File: src/rtl/fs_pkg.sv
// Shared definitions for the fetch sequencer: state encoding and default widths.
package fs_pkg;

    localparam int FS_AW_DEF     = 16;
    localparam int FS_IW_DEF     = 16;
    localparam int FS_PERF_W_DEF = 16;

    typedef enum logic [2:0] {
        REDIR = 3'd0,
        REQ   = 3'd1,
        WAIT  = 3'd2,
        HOLD  = 3'd3,
        DRAIN = 3'd4
    } fs_state_e;

endpackage

File: src/rtl/fs_perf_cnt.sv
// Saturating up-counter with enable, used for the optional fetch performance counters.
module fs_perf_cnt
    import fs_pkg::*;
#(
    parameter int W = FS_PERF_W_DEF
) (
    input  logic         clk,
    input  logic         rst,
    input  logic         en,
    output logic [W-1:0] cnt
);

    always_ff @(posedge clk) begin
        if (rst) begin
            cnt <= '0;
        end else if (en && (cnt != {W{1'b1}})) begin
            cnt <= cnt + 1'b1;
        end
    end

endmodule

File: src/rtl/fetch_seq.sv
// Fetch sequencer: PC inc/jump control, single-outstanding memory fetch, instruction register.
// Optional performance counters are enabled by defining FS_PERF_CNT_EN.
module fetch_seq
    import fs_pkg::*;
#(
    parameter int AW     = FS_AW_DEF,
    parameter int IW     = FS_IW_DEF,
    parameter int PERF_W = FS_PERF_W_DEF
) (
    input  logic              FS_clk,
    input  logic              FS_rst,
    input  logic [AW-1:0]     FS_pc_addr,
    output logic              FS_pc_inc,
    output logic              FS_pc_jump,
    output logic [AW-1:0]     FS_pc_target,
    output logic              FS_mem_req,
    output logic [AW-1:0]     FS_mem_addr,
    input  logic              FS_mem_gnt,
    input  logic              FS_mem_rvalid,
    input  logic [IW-1:0]     FS_mem_rdata,
    output logic [IW-1:0]     FS_ir,
    output logic              FS_ir_valid,
    input  logic              FS_ir_ready,
    input  logic              FS_redirect,
    input  logic [AW-1:0]     FS_redirect_tgt
`ifdef FS_PERF_CNT_EN
    ,
    output logic [PERF_W-1:0] FS_perf_fetched,
    output logic [PERF_W-1:0] FS_perf_stall
`endif
);

    fs_state_e state_q, state_d;
    logic      first_hold_q;
    logic      ir_load;
    logic      ir_take;
    logic      inc_d;

    assign FS_mem_req  = (state_q == REQ);
    assign FS_mem_addr = FS_pc_addr;

    // Next-state and handshake decode; a redirect overrides every other event.
    always_comb begin
        state_d = state_q;
        ir_load = 1'b0;
        ir_take = 1'b0;
        inc_d   = 1'b0;
        unique case (state_q)
            REDIR: state_d = FS_redirect ? REDIR : REQ;
            REQ: begin
                if (FS_redirect)     state_d = FS_mem_gnt ? DRAIN : REDIR;
                else if (FS_mem_gnt) state_d = WAIT;
            end
            WAIT: begin
                if (FS_redirect) begin
                    state_d = FS_mem_rvalid ? REDIR : DRAIN;
                end else if (FS_mem_rvalid) begin
                    state_d = HOLD;
                    ir_load = 1'b1;
                end
            end
            HOLD: begin
                // The inc decided in the first HOLD cycle is visible one cycle later,
                // so HOLD is left only once that pulse has reached the PC.
                inc_d   = first_hold_q && !FS_redirect;
                ir_take = FS_ir_valid && FS_ir_ready && !FS_redirect;
                if (FS_redirect) begin
                    state_d = REDIR;
                end else if (!first_hold_q && (!FS_ir_valid || FS_ir_ready)) begin
                    state_d = REQ;
                end
            end
            DRAIN: begin
                // A redirect coinciding with the drained response still needs one settle cycle.
                if (FS_redirect)        state_d = FS_mem_rvalid ? REDIR : DRAIN;
                else if (FS_mem_rvalid) state_d = REQ;
            end
            default: state_d = REDIR;
        endcase
    end

    always_ff @(posedge FS_clk) begin
        if (FS_rst) begin
            state_q      <= REDIR;
            first_hold_q <= 1'b0;
            FS_pc_inc    <= 1'b0;
            FS_pc_jump   <= 1'b0;
            FS_pc_target <= '0;
            FS_ir        <= '0;
            FS_ir_valid  <= 1'b0;
        end else begin
            state_q      <= state_d;
            first_hold_q <= ir_load;
            FS_pc_inc    <= inc_d;
            FS_pc_jump   <= FS_redirect;
            if (FS_redirect) FS_pc_target <= FS_redirect_tgt;
            if (ir_load)     FS_ir        <= FS_mem_rdata;
            if (FS_redirect)  FS_ir_valid <= 1'b0;
            else if (ir_load) FS_ir_valid <= 1'b1;
            else if (ir_take) FS_ir_valid <= 1'b0;
        end
    end

`ifdef FS_PERF_CNT_EN
    fs_perf_cnt #(.W(PERF_W)) u_cnt_fetched (
        .clk (FS_clk),
        .rst (FS_rst),
        .en  (ir_take),
        .cnt (FS_perf_fetched)
    );

    fs_perf_cnt #(.W(PERF_W)) u_cnt_stall (
        .clk (FS_clk),
        .rst (FS_rst),
        .en  ((state_q == REQ) || (state_q == WAIT)),
        .cnt (FS_perf_stall)
    );
`endif

endmodule

File: config.mk
export PLATFORM = sky130hd
export DESIGN_NAME = fetch_seq
export DESIGN_NICKNAME = d
export VERILOG_FILES = /design/src/rtl/fs_pkg.sv /design/src/rtl/fs_perf_cnt.sv /design/src/rtl/fetch_seq.sv
export SDC_FILE = /design/constraint.sdc
export NUM_CORES = 1
export LEC_CHECK = 0
export ABC_AREA = 1
export CAP_MARGIN = 40
export CORE_MARGIN = 3
export CORE_UTILIZATION = 39
export DETAILED_ROUTE_END_ITERATION = 10
export GPL_TIMING_DRIVEN = 0
export PLACE_DENSITY_LB_ADDON = 0.05
export SLEW_MARGIN = 20
export SYNTH_ARGS = -nofsm -noshare
export SYNTH_HDL_FRONTEND = slang
export SYNTH_HIERARCHICAL = 1
export SYNTH_SLANG_ARGS = --single-unit
File: constraint.sdc
create_clock -name FS_clk -period 2.55 [get_ports FS_clk]
set_clock_uncertainty 0.15 [all_clocks]
set_input_delay 0.255 -clock FS_clk [delete_from_list [all_inputs] [get_ports FS_clk]]
set_output_delay 0.255 -clock FS_clk [all_outputs]
set_load 0.005 [all_outputs]
==> flow_metrics.tcl <==
set metrics [dict create \
    first_global_vias 1540 \
    fin_util 0.6635 \
    dr.pass1.iters 4 \
    cp-start-kind "flip-flop" \
    buffer_type_at_the_clock_tree_root "clkbuf_8" \
    final-hold-violation-count 0 \
    power.share.clock 0.310 \
    antenna_left 0 \
    wire_length_of_the_first_global_routing_pass_mm 6.665 \
    run_status "complete, no violations" \
    global_route.overflow_total 0 \
    power.density_cell_area_mw_per_mm2 472.7 \
    detailedRoute.firstIterationViolations 81 \
    clk_path_buf_depth 2 \
    setup_repair_after_global_routing_missed_its_margin "no" \
    drcViolationCount 0 \
    worst-endpoint-arrival_ps 1610 \
    relSlewSlack 0.7096 \
    required_ps 2140 \
    critical_path.max_stage_delay_ps 510 \
    power.ir.vdd_worst_uv 274.2 \
    yosys_warnings 6 \
    synth_area_mm2 0.001687 \
    power.share.combinational 0.184 \
    cts_tree "yes" \
    holdBufCountCts 0 \
    fin_cells 360 \
    max-cap-violations 0 \
    clock_insertion_delay_worst_skew_ps 290 \
    finalSetupViolations 0 \
    dpl.cell_count 352 \
    cts_made_buffers 5 \
    cts.sink_count 39 \
    power.switching_w 0.0003106 \
    critical_path.n_buffers_inverters 3 \
    synth_nets 268 \
    layout.nets 363 \
    vertical_die_dimension_um 71.76 \
    ctsHtreeMaxLevel 2 \
    setup_total_negative_slack_ps 0 \
    setup_slack_ps 530.1 \
    routed_vias_inst 4.606 \
    crit_path_max_fanout 5 \
    final_count_of_pins_violating_max_slew 0 \
    critPathKind "reg -> out" \
    internal_power_w 0.0009710 \
    p_leak_nw 1.118 \
    endpoint_kind_of_the_worst_setup_timing_path "output port" \
    seq_area_frac_synth 0.4629 \
    globalplace.congestion 0.8473 \
    yosys.cell_types.count 21 \
    critical-path-top-delay-family "buffers and inverters" \
    synth_cells 214 \
    critPathSlowestCell "dfxtp_1" \
    detail_route.wl_per_cell_um 11.68 \
    effective_utilization_at_floorplan 0.4127 \
    routed_wirelength_mm 4.203 \
    drive_above_1_share 0.1258 \
    post_synth.cell_area_avg_um2 7.881 \
    tmin_final_ps 2020 \
    fp.coreArea_mm2 0.004086 \
    num_vias 1658 \
    place_worst_setup_slack_ps 744.4 \
    critical_path_cell_sequence "inv_2 > nor2_2 > nand2_1 > inv_1 > clkdlybuf4s50_1" \
    maxClockFrequency_ghz 0.4951 \
    grt_max_degree 12 \
    final_cell_mix "88 x clkdlybuf4s50_1, 57 x nand2_1, 40 x nand3_1" \
    detail_placement_hpwl_mm 3.254 \
    ioPinCount 106 \
    switch_share 0.2423 \
    worst_hold_slack_ps 155.9 \
    postCtsSetupRepairBufs 0 \
    num-fill-cells 379 \
    die_w_um 71.76 \
    worst_slew_pin_slew_ps 435.6 \
    cts.clk_slew.worst_paths_ps 70 \
    globalRouteTotalUtil 0.1648 \
    reg2reg_setup_slack_ps 1160 \
    placement_row_count 23 \
    layout_worst_path_cycle_share 0.7921 \
    syn_to_final_growth_pct 60.76 \
    area_of_the_die_mm2 0.005150 \
    diodes 0 \
    holdCritPathClass "in -> reg" \
    grt_antenna_before_repair 0 \
    cts-resized-gates 0 \
    postSynthRegisterBits 39 \
    sequentialPowerShare 0.506 \
    port_buffer_count 88 \
    mostFrequentLayoutCell "clkdlybuf4s50_1" \
]
-- layout make-up --
type	count	area, µm²	area share
clock buffers	7	76.32	0.02815
inverters	12	45.04	0.01661
well taps	50	62.56	0.02307
plain buffers	26	192.7	0.07107
flip-flops and latches	39	780.7	0.2880
multi-input cells	137	668.1	0.2464
repair buffers	88	880.8	0.3249
clock inverters	1	5.005	0.001846
-- worst paths after layout --
kind / to / depth (start not counted) / start
hold / removal: state_q[1] / 4 / FS_redirect
hold reg to reg: FS_ir[11] / 2 / FS_ir[11]
setup reg to reg: FS_ir[6] / 6 / state_q[1]
setup / recovery: FS_mem_req / 5 / state_q[0]
-- metal layers --
layer	share of wire	vias to the layer above	global-route usage
li1	-	868	-
met1	0.41	718	0.1832
met2	0.47	64	0.2745
met3	0.099	8	0.06732
met4	0.022	0	0.07516
met5	0	-	0
-- through the flow --
step                power [W]  area, µm²
floorplan           0.0007605       1687
global placement    0.0008991       2630
detailed placement  0.0009005       2630
CTS                  0.001303       2711
global route         0.001347       2711
finish               0.001282       2711
-- flip-flops by register name (all words and copies together) (netlist names) --
signal and cells:
FS_ir 16, FS_ir_valid 1, FS_pc_inc 1, FS_pc_jump 1, FS_pc_target 16, first_hold_q 1
state_q 3
-- power by group through the flow --
stage | registers [W] | clock network [W] | logic [W]
after floorplan | 0.000663 | 0 | 0.0000980
after global placement | 0.000662 | 0 | 0.000238
after detailed placement | 0.000662 | 0 | 0.000239
after CTS | 0.000648 | 0.000416 | 0.000239
after global routing | 0.000652 | 0.000439 | 0.000257
final | 0.000648 | 0.000398 | 0.000236
-- Yosys cell counts --
master | instances | area share
a21oi_1 | 19 | 0.056
dfxtp_1 | 39 | 0.46
buf_2 | 4 | 0.012
nand3_1 | 40 | 0.12
nand4_1 | 3 | 0.011
buf_4 | 16 | 0.071
o21ai_0 | 1 | 0.0030
nor2_1 | 9 | 0.020
nand2_8 | 1 | 0.012
inv_2 | 2 | 0.0045
buf_6 | 4 | 0.027
nor3_1 | 1 | 0.0030
nor2_8 | 1 | 0.012
a31oi_4 | 1 | 0.013
clkbuf_1 | 2 | 0.0045
nand2_4 | 1 | 0.0067
inv_1 | 9 | 0.020
nor2_2 | 2 | 0.0074
nand2_1 | 57 | 0.13
clkinv_1 | 1 | 0.0022
nor2_4 | 1 | 0.0067
-- cells by family after synthesis --
logic type / Yosys count / synth area share
flops: 39 / 0.4629
compound gates: 21 / 0.07195
buf+inv: 38 / 0.1410
simple gates: 116 / 0.3242
-- worst reg2reg max path, stage by stage, from the launching register on --
cell     delay, ps
dfxtp_1        460
nand2_4        100
nor2_8         190
nand2_8        100
buf_6          160
nand2_1         60
a21oi_1         50
Power figures use the tool's default switching activity.
